`src/rtl/if_prefetch_queue.sv`:
```
// Instruction-fetch stage: PC register, 1-cycle-latency imem interface and a DEPTH-entry prefetch queue.
// Define IF_ADEL_EN to enable fetch address-error (AdEL) detection, which halts fetch until the next redirect.
module if_prefetch_queue #(
    parameter int unsigned DEPTH    = 4,
    parameter logic [31:0] RESET_PC = 32'h0000_3000,
    parameter logic [31:0] PC_LO    = 32'h0000_3000,
    parameter logic [31:0] PC_HI    = 32'h0000_6FFC
) (
    input  logic        clk,
    input  logic        reset,
    input  logic        redirect,
    input  logic [31:0] redirect_pc,
    output logic        imem_en,
    output logic [31:0] imem_addr,
    input  logic [31:0] imem_rdata,
    output logic        out_valid,
    input  logic        out_ready,
    output logic [31:0] out_instr,
    output logic [31:0] out_pc,
    output logic [31:0] out_pc4,
    output logic [31:0] out_pc8,
    output logic        out_exc
);

    localparam int unsigned PW = $clog2(DEPTH);
    localparam int unsigned CW = $clog2(DEPTH + 1);

    logic [31:0]   pc_q;
    logic [31:0]   issue_pc;
    logic          inflight;
    logic [CW-1:0] count;
    logic [PW-1:0] rd_ptr;
    logic [PW-1:0] wr_ptr;
    logic [31:0]   instr_mem [DEPTH];
    logic [31:0]   pc_mem    [DEPTH];

    logic          halt;
    logic          illegal;
    logic          issue_exc;
    logic [31:0]   load_pc;
    logic [CW:0]   occupancy;
    logic          fetch_go;
    logic          enq;
    logic          deq;

    // In-flight fetches reserve a slot so the queue can never overflow.
    assign occupancy = {1'b0, count} + (CW + 1)'(inflight);
    assign fetch_go  = reset && !redirect && !halt && (occupancy < (CW + 1)'(DEPTH));
    assign enq       = inflight && !redirect;
    assign deq       = out_valid && out_ready && !redirect;

`ifdef IF_ADEL_EN
    logic exc_mem [DEPTH];

    assign illegal   = (pc_q[1:0] != 2'b00) || (pc_q < PC_LO) || (pc_q > PC_HI);
    assign imem_en   = fetch_go && !illegal;
    assign imem_addr = pc_q;
    assign load_pc   = redirect_pc;
    assign out_exc   = out_valid && exc_mem[rd_ptr];

    always_ff @(posedge clk or negedge reset) begin
        if (!reset) begin
            halt      <= 1'b0;
            issue_exc <= 1'b0;
        end else if (redirect) begin
            halt      <= 1'b0;
            issue_exc <= 1'b0;
        end else begin
            issue_exc <= illegal;
            if (fetch_go && illegal)
                halt <= 1'b1;
        end
    end

    always_ff @(posedge clk) begin
        if (enq)
            exc_mem[wr_ptr] <= issue_exc;
    end
`else
    logic unused_cfg;

    assign illegal    = 1'b0;
    assign halt       = 1'b0;
    assign issue_exc  = 1'b0;
    assign imem_en    = fetch_go;
    assign imem_addr  = {pc_q[31:2], 2'b00};
    assign load_pc    = {redirect_pc[31:2], 2'b00};
    assign out_exc    = 1'b0;
    assign unused_cfg = &{1'b0, redirect_pc[1:0], PC_LO, PC_HI};
`endif

    // Redirect outranks issue, response and dequeue in the same cycle.
    always_ff @(posedge clk or negedge reset) begin
        if (!reset) begin
            pc_q     <= RESET_PC;
            issue_pc <= RESET_PC;
            inflight <= 1'b0;
            count    <= '0;
            rd_ptr   <= '0;
            wr_ptr   <= '0;
        end else if (redirect) begin
            pc_q     <= load_pc;
            inflight <= 1'b0;
            count    <= '0;
            rd_ptr   <= '0;
            wr_ptr   <= '0;
        end else begin
            inflight <= fetch_go;
            issue_pc <= pc_q;
            if (fetch_go && !illegal)
                pc_q <= pc_q + 32'd4;
            if (enq)
                wr_ptr <= wr_ptr + 1'b1;
            if (deq)
                rd_ptr <= rd_ptr + 1'b1;
            count <= count + CW'(enq) - CW'(deq);
        end
    end

    // NOTE: queue storage has no reset; out_valid (count) qualifies every read, so stale words are never observed.
    always_ff @(posedge clk) begin
        if (enq) begin
            instr_mem[wr_ptr] <= issue_exc ? 32'h0 : imem_rdata;
            pc_mem[wr_ptr]    <= issue_pc;
        end
    end

    assign out_valid = (count != '0);
    assign out_instr = instr_mem[rd_ptr];
    assign out_pc    = pc_mem[rd_ptr];
    assign out_pc4   = out_pc + 32'd4;
    assign out_pc8   = out_pc + 32'd8;

endmodule
```
`config.mk`:
```
export PLATFORM = sky130hd
export DESIGN_NAME = if_prefetch_queue
export DESIGN_NICKNAME = d
export VERILOG_FILES = /design/src/rtl/if_prefetch_queue.sv
export SDC_FILE = /design/constraint.sdc
export NUM_CORES = 1
export LEC_CHECK = 0
export ABC_AREA = 1
export BUFFER_PORTS_ARGS = -buffer_cell sky130_fd_sc_hd__clkbuf_2
export CORE_MARGIN = 10
export CORE_UTILIZATION = 55
export DETAILED_ROUTE_END_ITERATION = 7
export PLACE_DENSITY = 0.88
export SLEW_MARGIN = 25
export SYNTH_ARGS = -nofsm -noshare
export SYNTH_HDL_FRONTEND = slang
export SYNTH_SLANG_ARGS = --single-unit
export TNS_END_PERCENT = 50
```
`constraint.sdc`:
```
create_clock -name clk -period 10.37 [get_ports clk]
set_clock_uncertainty 0.15 [all_clocks]
set_input_delay 0.5185 -clock clk [delete_from_list [all_inputs] [get_ports clk]]
set_output_delay 0.5185 -clock clk [all_outputs]
set_load 0.02 [all_outputs]
```
=== Yosys cells after proc, flatten, opt, wreduce, memory -nomap -nowiden ===
Memories as Yosys holds them, arrays and structs flattened.
Index checks and enable logic that the tools add are counted.
W data, S select, Z words.

* Register bits after elaboration: 72
* Latch bits: 0
* Bits in writable memories: 256
* Bits in read-only memories: 0
* Output and inout port bits: 163
* Word-level logic and storage cells: 37
* Memories: 2

{| class="wikitable"
|+ Memories
! memory !! depth !! bits a word !! rd ports !! clocked after memory_dff !! wr ports !! line !! source
|-
| instr_mem || 4 || 32 || 1 || 0 || 1 || 34 || <nowiki>logic [31:0] instr_mem [DEPTH];</nowiki>
|-
| pc_mem || 4 || 32 || 1 || 0 || 1 || 35 || <nowiki>logic [31:0] pc_mem [DEPTH];</nowiki>
|}

* Add/sub/neg operators: 8
* $mul: 0
* Div/mod/pow operators: 0
* $lt $le $gt $ge: 1
* Equality and inequality tests: 0
* Shift operators: 0
* Multiplexer cells: 10
* Bitwise operators: 0
* Reduce and logical (&&, ||, !) cells: 10

{| class="wikitable"
|+ Operators by type and width
! cell !! number
|-
| $add A32 B3 Y32 const B || 2
|-
| $mux W32 || 2
|-
| $add A32 B4 Y32 const B || 1
|-
| $mux W2 || 4
|-
| $reduce_bool A2 Y1 || 3
|-
| $logic_and A1 B1 Y1 || 5
|-
| $add A2 B1 Y2 const B || 2
|-
| $add A3 B1 Y4 || 1
|-
| $lt A4 B3 Y1 const B || 1
|-
| $add A3 B1 Y3 || 1
|-
| $mux W1 || 3
|-
| $mux W3 || 1
|-
| $reduce_bool A3 Y1 || 1
|-
| $sub A3 B1 Y3 || 1
|-
| $logic_not A1 Y1 || 1
|}

=== Depth between registers and ports, before layout ===
Gate-level depths: netlist of run 1.

* Depth in word-level cells: 5
* Depth in mapped cells: 15
* Gate-level depth less buffers: 13

=== Least setup slack after synthesis of run 1 ===
No wires, ideal clock.

* Path kind: input to register
* Start point: input port redirect
* End point: memory instr_mem[0][0], enable pin
* Library setup time: 482 ps
* Arrival: 3,937 ps
* Data required time: 9,738 ps
* Slack: 5,801 ps
* Stages on the path: 5
* Path through: inv_1 > clkbuf_1 > clkbuf_1 > nand2_1 > nor2_1

* Longest elaborated chain between the ends: 4

{| class="wikitable"
|+ RTL lines
! item !! line !! source
|-
| start: declaration || 11 || <nowiki>input logic redirect,</nowiki>
|-
| $logic_not A1 Y1 || 49 || <nowiki>assign enq = inflight && !redirect;</nowiki>
|-
| $logic_and A1 B1 Y1 || 49 ||
|-
| $mux W1 || 122 || <nowiki>if (enq) begin</nowiki>
|-
| $mux W1 || 123 || <nowiki>instr_mem[wr_ptr] <= issue_exc ? 32'h0 : imem_rdata;</nowiki>
|-
| end: declaration || 34 ||
|}

Every way passes these cells.

=== Worst setup path in the final report of run 1 ===
* Start point: register rd_ptr[0]
* End point: output port out_pc4[17]

* Longest elaborated chain between the ends: 2

{| class="wikitable"
|+ RTL lines
! item !! line !! source
|-
| start: declaration || 32 || <nowiki>logic [PW-1:0] rd_ptr;</nowiki>
|-
| start signal: assignment || 115 || <nowiki>rd_ptr <= rd_ptr + 1'b1;</nowiki>
|-
| $mem_v2 Z4 W32 || -- ||
|-
| $add A32 B3 Y32 || 131 || <nowiki>assign out_pc4 = out_pc + 32'd4;</nowiki>
|-
| end: declaration || 20 || <nowiki>output logic [31:0] out_pc4,</nowiki>
|}

Every way passes these cells.

==> out/metrics.csv, run 1 <==
metric,value,unit
core area,27000,um2
status,finished clean,
Worst path slowest cell,clkinv_2,
I/O Buffers,219,
post-CTS sizing,0,
Die W,185,um
GRT Overall Usage,0.224,
worst r2r src,rd_ptr[0]$_DFFE_PN0P_,
PD cells,230,nW/um2
Finished Cell Area,17400,um2
"EDFF count, synth",248,
die area,34400,um2
multi-input logic area,5190,um2
routed vias,12037,
Post-DRT Antenna Nets,0,
clock slew seen by the registers of the worst setup and hold paths,0.06,ns
peak supply drop,0.126,mV
Netlist Area Pre-Place,15100,um2
reg2reg end,rd_ptr[1]$_DFFE_PN0P_,
clock sinks,316,
sequential share of the synthesized area,0.608,
Post-CTS Setup Bufs,0,
drc violations,0,
PnR worst setup slack,4.62,ns
FILL cells,2047,
CP max FO,66,
gr ovfl total,0,
first-pass GRT wire length,61.3,mm
Levels on crit path,14,
fin crit share,0.555,
"Distinct cells, synth",37,
f_max,174,MHz
CTS H-tree lvls,1,
endpoints failing setup,0,
Relative slew margins,0.346,
RSZ-0062 raised after global routing,no,
ANT cells,0,
post-DP HPWL,27.0,mm
cell family with most CP delay,buffers and inverters,
Starting Density,0.559,
die span in y,185,um
Max-cap violations,0,
Synth async-reset ratio,0.215,
R2R depth,5,
CTS Buf Count,31,
leakage,7.38,nW
Setup crit start kind,register,
Worst EP arrival,5.08,ns
register area,9160,um2
"Avg Cell Area, Syn",9.51,um2
CP Data Required Time,9.70,ns
final hold slack,0.0157,ns
Worst Tran Pin Value,0.979,ns
Seq cells post-synth,316,
final setup TNS,0,ns
routability cong.,0.937,
"Top FF cell, synth",edfxtp_1,
most frequent cells in the layout,"nand2_1 (520), edfxtp_1 (248), clkbuf_2 (218)",
per-cell routed wire length,18.4,um
number of top-level pins,231,
CP bufs+invs,4,
initial DRC count,1206,
R2R setup slack,7.23,ns
"Largest stage delay, worst path",0.85,ns
"commonest non-fill, non-tap cell in the layout",nand2_1,
Synth warnings,0,
Fin. Hold Viols,0,
Hold Buf Count CTS,0,
Final Slew Violations,0,
CTS tree,built,
Via density,5.62,
Worst Setup End Kind,primary output,
Placement Rows,60,
clk_lat worst skew,0.55,ns
Pre-antenna DRT Iters,6,
placed cell area,16300,um2
cells along the critical path,"clkinv_2, buf_4, nor2_1, nor2_1, o21ai_0, nand2_1, ha_1, inv_1, nor2_4, nand2_2, nor2_2, nand2_1, xor2_1, clkbuf_2",
Min-Delay Path Class,in -> async,
largest net degree at the start of global routing,92,
Final Critical Period,5.75,ns
P&R area growth vs syn,15.3,%
initial antenna violation count,0,
pre-CTS WS,5.31,ns
Final #Nets,1858,
vias in the first global route,11390,
clock tree buffer depth,3,
Syn Inst Count,1583,
layout cells sized above 1,0.192,
Root Buffer,clkbuf_16,
DRT Wirelength,39.4,mm
"Core Util, Final",0.644,
critical path type,reg -> out,
-- worst max path at each step --
stage / start / end / slack (ns)
2_1_floorplan: redirect / instr_mem[0][0]$_DFFE_PP_ / 5.80
3_3_place_gp: rd_ptr[0]$_DFFE_PN0P_ / out_pc4[17] / 5.39
3_5_place_dp: rd_ptr[0]$_DFFE_PN0P_ / out_pc4[17] / 5.31
4_1_cts: rd_ptr[0]$_DFFE_PN0P_ / out_pc4[17] / 4.68
5_1_grt: rd_ptr[0]$_DFFE_PN0P_ / out_pc4[17] / 4.29
6_report: rd_ptr[0]$_DFFE_PN0P_ / out_pc4[17] / 4.62
-- where the power goes --
part	internal (mW)	switching, mW
clock network	0.661	0.451
registers	1.47	0.110
logic	0.354	0.958
-- routing by layer --
layer,share of wire,track usage,up-vias
met5,0,0,-
met4,0.020,0.0640,0
met3,0.10,0.0349,56
met2,0.48,0.365,653
met1,0.40,0.306,5641
li1,-,-,5687
-- flip-flops by register name, indices dropped and copies added, names as in the netlist --
register   count
inflight       1
pc_q          30
count          3
pc_mem       120
instr_mem    128
wr_ptr         2
issue_pc      30
rd_ptr         2
-- Yosys cell counts (2+ instances only) --
| cell | number | share of area |
|---|---|---|
| inv_2 | 3 | 0.00075 |
| xor2_1 | 36 | 0.021 |
| buf_2 | 13 | 0.0043 |
| o21ai_0 | 117 | 0.039 |
| nor2_4 | 11 | 0.0082 |
| buf_4 | 16 | 0.0080 |
| dfstp_2 | 4 | 0.0070 |
| nand4_1 | 15 | 0.0062 |
| dfrtp_1 | 64 | 0.11 |
| a21oi_1 | 8 | 0.0027 |
| o21bai_1 | 5 | 0.0025 |
| o22ai_1 | 34 | 0.014 |
| nand2_1 | 520 | 0.13 |
| nor2_2 | 22 | 0.0091 |
| nor3_1 | 10 | 0.0033 |
| buf_6 | 8 | 0.0060 |
| nand3_1 | 122 | 0.041 |
| nor2_1 | 143 | 0.036 |
| ha_1 | 10 | 0.0083 |
| buf_1 | 2 | 0.00050 |
| nand2_2 | 20 | 0.0083 |
| o211ai_1 | 11 | 0.0055 |
| clkbuf_1 | 37 | 0.0092 |
| edfxtp_1 | 248 | 0.49 |
| inv_1 | 92 | 0.023 |
-- stage by stage --
stage	cells	power, mW
4_1_cts	2142	4.00
6_report	2143	4.00
3_3_place_gp	2086	2.86
2_1_floorplan	1591	2.45
5_1_grt	2143	4.20
3_5_place_dp	2086	2.90
-- cells by family (layout without fill, tap and decap cells) --
| family | after synthesis | in the layout | synth area share |
|---|---|---|---|
| compound gates | 181 | 181 | 0.0666 |
| xor+xnor | 37 | 37 | 0.0215 |
| fa+ha+maj | 11 | 11 | 0.00964 |
| buf+inv | 171 | 382 | 0.0517 |
| flops | 316 | 316 | 0.608 |
| other cells | 1 | 9 | 0.000249 |
| simple gates | 866 | 866 | 0.242 |
-- area by class of cell --
| type | instances | share of cell area |
|---|---|---|
| Clock buffer | 38 | 0.0474 |
| Clock inverter | 18 | 0.0115 |
| Inverter | 95 | 0.0206 |
| Multi-Input combinational cell | 1104 | 0.299 |
| Sequential cell | 316 | 0.528 |
| Tap cell | 341 | 0.0246 |
| Timing Repair Buffer | 231 | 0.0695 |
Power figures use the tool's default switching activity.
==> run 2, diff against run 1 <==
Clock period 10.37 ns to 6.01 ns, I/O delays scaled along.
==> out/metrics.csv, run 2 (synthesized netlist as in run 1, its figures left out) <==
metric,value,unit
number of top-level pins,231,
global-route layer with the greatest usage,met2,
RSZ-0062 raised after global routing,no,
routability cong.,0.945,
drc violations,0,
vias in the first global route,11646,
Root Buffer,clkbuf_16,
per-cell routed wire length,18.4,um
Reg power frac,0.384,
largest net degree at the start of global routing,113,
initial antenna violation count,1,
Min-Delay Path Class,in -> reg,
Placement Rows,60,
status,finished clean,
"Power, Total",7.00,mW
fin cells,2209,
CTS H-tree lvls,1,
die span in y,185,um
die area,34400,um2
M3 GR Usage,0.0419,
post-DP HPWL,27.1,mm
combinational power share,0.332,
"commonest non-fill, non-tap cell in the layout",nand2_1,
Max-cap violations,0,
PD cells,388,nW/um2
Fin. Hold Viols,0,
Setup crit start kind,register,
cell internal pwr,4.36,mW
Worst Setup End Kind,primary output,
met2 usage,0.384,
endpoints failing setup,0,
f_max,238,MHz
initial DRC count,1219,
CTS Buf Count,31,
clock slew seen by the registers of the worst setup and hold paths,0.06,ns
clock tree buffer depth,3,
DRT Wirelength,40.7,mm
FILL cells,2007,
gr ovfl total,0,
Final Slew Violations,0,
core area,27000,um2
Post-DRT Antenna Nets,0,
Die W,185,um
biggest regs,"instr_mem: 128 flops, pc_mem: 120 flops",
I/O Buffers,219,
Starting Density,0.559,
net switching power,2.64,mW
peak supply drop,0.266,mV
clock sinks,316,
GRT Overall Usage,0.230,
CP max FO,64,
most frequent cells in the layout,"nand2_1 (520), edfxtp_1 (248), clkbuf_2 (218)",
Final Critical Period,4.20,ns
P&R area growth vs syn,19.7,%
Final #Nets,1921,
Top reg by flops,instr_mem,
Worst Tran Pin Value,1.01,ns
Worst EP arrival,3.75,ns
routed vias,12299,
R2R setup slack,3.22,ns
leakage,7.65,nW
final setup TNS,0,ns
CTS tree,built,
switch share,0.377,
clock power share,0.284,
layout cells sized above 1,0.186,
CP Data Required Time,5.56,ns
fin crit share,0.699,
Relative slew margins,0.322,
Via density,5.57,
Pre-antenna DRT Iters,8,
first-pass GRT wire length,62.9,mm
final hold slack,0.0191,ns
multi-input logic area,5190,um2
Cells after DPL,2087,
met1 usage,0.298,
register area,9160,um2
max reg flops,128,
clk_lat worst skew,0.56,ns
critical path type,reg -> out,
-- run 2: changes by cell type in the layout (fill, tap and decap cells not counted), sizes merged --
| cell | delta |
|---|---|
| clkbuf | +2 |
| diode | +1 |
| dlygate4sd3 | +63 |
| bufinv | +1 |
| clkinv | -1 |
-- run 2: power by group through the flow --
| stage | sequential, mW | clock, mW | combinational (mW) |
|---|---|---|---|
| floorplan | 2.71 | 0 | 1.52 |
| global placement | 2.71 | 0 | 2.21 |
| detailed placement | 2.72 | 0 | 2.27 |
| CTS | 2.68 | 2.00 | 2.31 |
| global route | 2.70 | 2.11 | 2.53 |
| finish | 2.69 | 1.98 | 2.32 |
-- run 2: through the flow --
stage | cell area, um2 | utilization | setup slack, ns
after floorplan | 15100 | - | 1.66
after global placement | 16300 | 0.605 | 2.40
after detailed placement | 16300 | 0.605 | 2.37
after CTS | 18000 | 0.668 | 1.82
after global routing | 18000 | 0.668 | 1.51
final | 18000 | 0.668 | 1.81
-- run 2: final cells by class --
cell class | count | share of cell area
repair buffers | 294 | 0.101
inverters | 95 | 0.0199
clock inverters | 18 | 0.0128
flip-flops and latches | 316 | 0.508
clock buffers | 40 | 0.0460
multi-input cells | 1104 | 0.288
well taps | 341 | 0.0237
diodes | 1 | 0.000139
-- run 2: metal layers --
layer | vias up | wire length [um]
li1 | 5821 | -
met1 | 5795 | 16000
met2 | 601 | 20000
met3 | 82 | 3800
met4 | 0 | 907
met5 | - | 0
-- run 2: timing repair --
item,CTS,global route
resized for setup,0,0
hold endpoints to repair,222,0
hold buffers,63,0
setup buffers,0,0
-- run 2: worst paths after layout --
path,end,from,depth (start not counted)
max,out_pc4[16],rd_ptr[0]$_DFFE_PN0P_,12
min,pc_q[11]$_DFFE_PN0P_,redirect_pc[11],5
max reg2reg,pc_mem[2][9]$_DFFE_PP_,inflight$_DFF_PN0_,3
min reg2reg,issue_pc[13]$_DFFE_PN1N_,issue_pc[13]$_DFFE_PN1N_,2
max in group asynchronous,rd_ptr[0]$_DFFE_PN0P_,reset,3
min in group asynchronous,pc_q[15]$_DFFE_PN0P_,reset,3
-- run 2: worst max-delay path: stages, from the launching register on --
cell	delay, ns
dfrtp_4	0.58
clkinv_2	0.20
buf_4	0.56
nand2_1	0.12
nand3_1	0.10
nand2_1	0.16
inv_1	0.18
ha_1	0.31
nand2_2	0.19
nor2_2	0.27
nand2_1	0.12
xor2_1	0.19
clkbuf_2	0.21
==> run 3, diff against run 2 <==
Settings changed: ABC_AREA 1 to 0, CORE_UTILIZATION 55 to 51, PLACE_DENSITY 0.88 to 0.86.
Clock period 6.01 ns to 3.6 ns, I/O delays scaled along.
==> out/metrics.csv, run 3 <==
metric,value,unit
"EDFF count, synth",248,
Top reg by flops,instr_mem,
P&R area growth vs syn,22.8,%
"Core Util, Final",0.639,
gr ovfl total,0,
Relative slew margins,0.494,
"Avg Cell Area, Syn",16.5,um2
Netlist Area Pre-Place,13600,um2
Final #Nets,1208,
initial antenna violation count,1,
DRT Wirelength,34.7,mm
I/O Buffers,219,
first-pass GRT wire length,53.9,mm
"commonest non-fill, non-tap cell in the layout",edfxtp_1,
"Distinct cells, synth",56,
fin crit share,0.929,
"Top FF cell, synth",edfxtp_1,
routability cong.,0.864,
initial DRC count,732,
clk_lat worst skew,0.54,ns
PD cells,628,nW/um2
Worst EP arrival,3.02,ns
Worst Tran Pin Value,0.759,ns
CTS tree,built,
WL met2,17.8,mm
status,finished clean,
RSZ-0062 raised after global routing,no,
leakage,6.14,nW
CP max FO,17,
CTS H-tree lvls,1,
Synth async-reset ratio,0.215,
met3 WL,2.99,mm
per-cell routed wire length,23.3,um
core area,26200,um2
"area leader, netlist",edfxtp_1,
final setup TNS,0,ns
endpoints failing setup,0,
Post-DRT Antenna Nets,0,
"top cells by area, synth","edfxtp_1 (55%), dfrtp_1 (12%), mux4_2 (10%)",
number of top-level pins,231,
largest net degree at the start of global routing,64,
critical path type,reg -> out,
wl on met1,12.8,mm
Seq cells post-synth,316,
Fin. Hold Viols,0,
routed vias,8636,
f_max,299,MHz
Final Critical Period,3.35,ns
Synth warnings,0,
clock slew seen by the registers of the worst setup and hold paths,0.06,ns
Final Slew Violations,0,
drc violations,0,
peak supply drop,0.469,mV
GRT Overall Usage,0.205,
synth cell count leaders,"edfxtp_1 (248), dfrtp_1 (64), mux4_2 (61)",
sequential share of the synthesized area,0.671,
post-DP HPWL,22.2,mm
Worst path slowest cell,dfrtp_2,
Root Buffer,clkbuf_16,
most frequent cells in the layout,"edfxtp_1 (248), clkbuf_2 (218), dlygate4sd3_1 (65)",
die area,33700,um2
max reg flops,128,
"count leader, synth",edfxtp_1,
Min-Delay Path Class,in -> reg,
clock tree buffer depth,3,
Pre-antenna DRT Iters,5,
cells along the critical path,"mux4_2, ha_2, nand3_2, nor4b_4, nand2_1, xnor2_1, clkbuf_2",
Starting Density,0.520,
vias in the first global route,8964,
Syn Inst Count,827,
biggest regs,"instr_mem: 128 flops, pc_mem: 120 flops",
layout cells sized above 1,0.359,
top-area cell type share of the netlist area,0.546,
die span in y,184,um
Max-cap violations,0,
"Largest stage delay, worst path",0.65,ns
Setup crit start kind,register,
clock sinks,316,
Die W,184,um
CTS Buf Count,29,
top layer in use,met5,
Worst Setup End Kind,primary output,
Via density,5.81,
pre-CTS WS,0.503,ns
CP Data Required Time,3.27,ns
PnR worst setup slack,0.255,ns
Placement Rows,59,
[run 3: changes by cell type in the layout (fill, tap and decap cells not counted), moves of 16 or more]
cell,change
nand3_1,-94
xor2_1,-16
mux2_2,+26
xnor2_1,+42
nor2_1,-96
nor2_2,-21
o21ai_0,-97
a31oi_1,+22
mux4_2,+62
o22ai_1,-33
nand2_2,-18
nand2_1,-476
inv_1,-73
[run 3: final cells by class]
cell class | count | area, um2
Fill cell | 1760 | 9460
Sequential cell | 316 | 9160
Multi-Input combinational cell | 452 | 4180
Timing Repair Buffer | 311 | 2000
Clock buffer | 35 | 748
Tap cell | 335 | 419
Clock inverter | 17 | 159
Inverter | 19 | 71.3
Antenna cell | 1 | 2.50
[run 3: logic make-up (layout without fill, tap and decap cells)]
group,count (synthesis),in the layout,synth area share
DFF,316,316,0.671
and+or+nand+nor,217,217,0.0960
muxes,90,90,0.126
buffers and inverters,67,382,0.0265
xor gates and xnor gates,63,63,0.0405
AOI/OAI and AO/OA,62,62,0.0293
adders and majority gates,11,11,0.0106
other,1,10,0.000275
[run 3: worst max-delay path, delay by kind of cell (launching register included)]
family	cells	cell delay, ns
simple gates	3	0.77
flops	1	0.65
mux	1	0.38
fa+ha+maj	1	0.30
buf+inv	1	0.20
xor+xnor	1	0.16
[run 3: path summary, 6_finish.rpt]
| path | cells after the start | from | endpoint | slack (ns) |
|---|---|---|---|---|
| min reg2reg | 0 | issue_pc[28]$_DFFE_PN0N_ | pc_mem[0][28]$_DFFE_PP_ | 0.37 |
| max in group asynchronous | 4 | reset | rd_ptr[0]$_DFFE_PN0P_ | 2.20 |
| min in group asynchronous | 3 | reset | pc_q[4]$_DFFE_PN0P_ | 0.11 |
| max reg2reg | 7 | count[1]$_DFF_PN0_ | pc_q[28]$_DFFE_PN0P_ | 0.92 |
| max | 7 | rd_ptr[1]$_DFFE_PN0P_ | out_pc8[27] | 0.25 |
| min | 3 | redirect | inflight$_DFF_PN0_ | 0.03 |
[run 3: where the power goes]
part | switching [mW] | internal [mW] | leakage, nW | total (mW)
Clock | 1.26 | 1.69 | 0.444 | 2.95
Combinational | 1.98 | 1.20 | 2.68 | 3.18
Sequential | 0.215 | 4.17 | 3.02 | 4.39
[run 3: repair_timing]
action / 4_1_cts / 5_1_grt
gates resized for setup: 1 / 8
setup buffers: 0 / 11
hold buffers: 65 / 0
endpoints found under the setup margin: 14 / 29
hold endpoints to repair: 178 / 0
pin swaps: 0 / 4
[run 3: metrics by stage]
step	hold WS (ns)	instances	power, mW	area (um2)
3_3_place_gp	-0.152	1357	7.44	15100
3_5_place_dp	-0.152	1357	7.50	15100
6_report	0.0275	1486	10.5	16700
4_1_cts	0.00709	1474	10.5	16600
2_1_floorplan	-0.266	835	6.55	13700
5_1_grt	0.0405	1485	10.9	16700
[run 3: layer usage]
metal	vias to the layer above	global-route usage
li1	3817	-
met1	4296	0.252
met2	440	0.350
met3	81	0.0445
met4	2	0.0731
met5	-	0
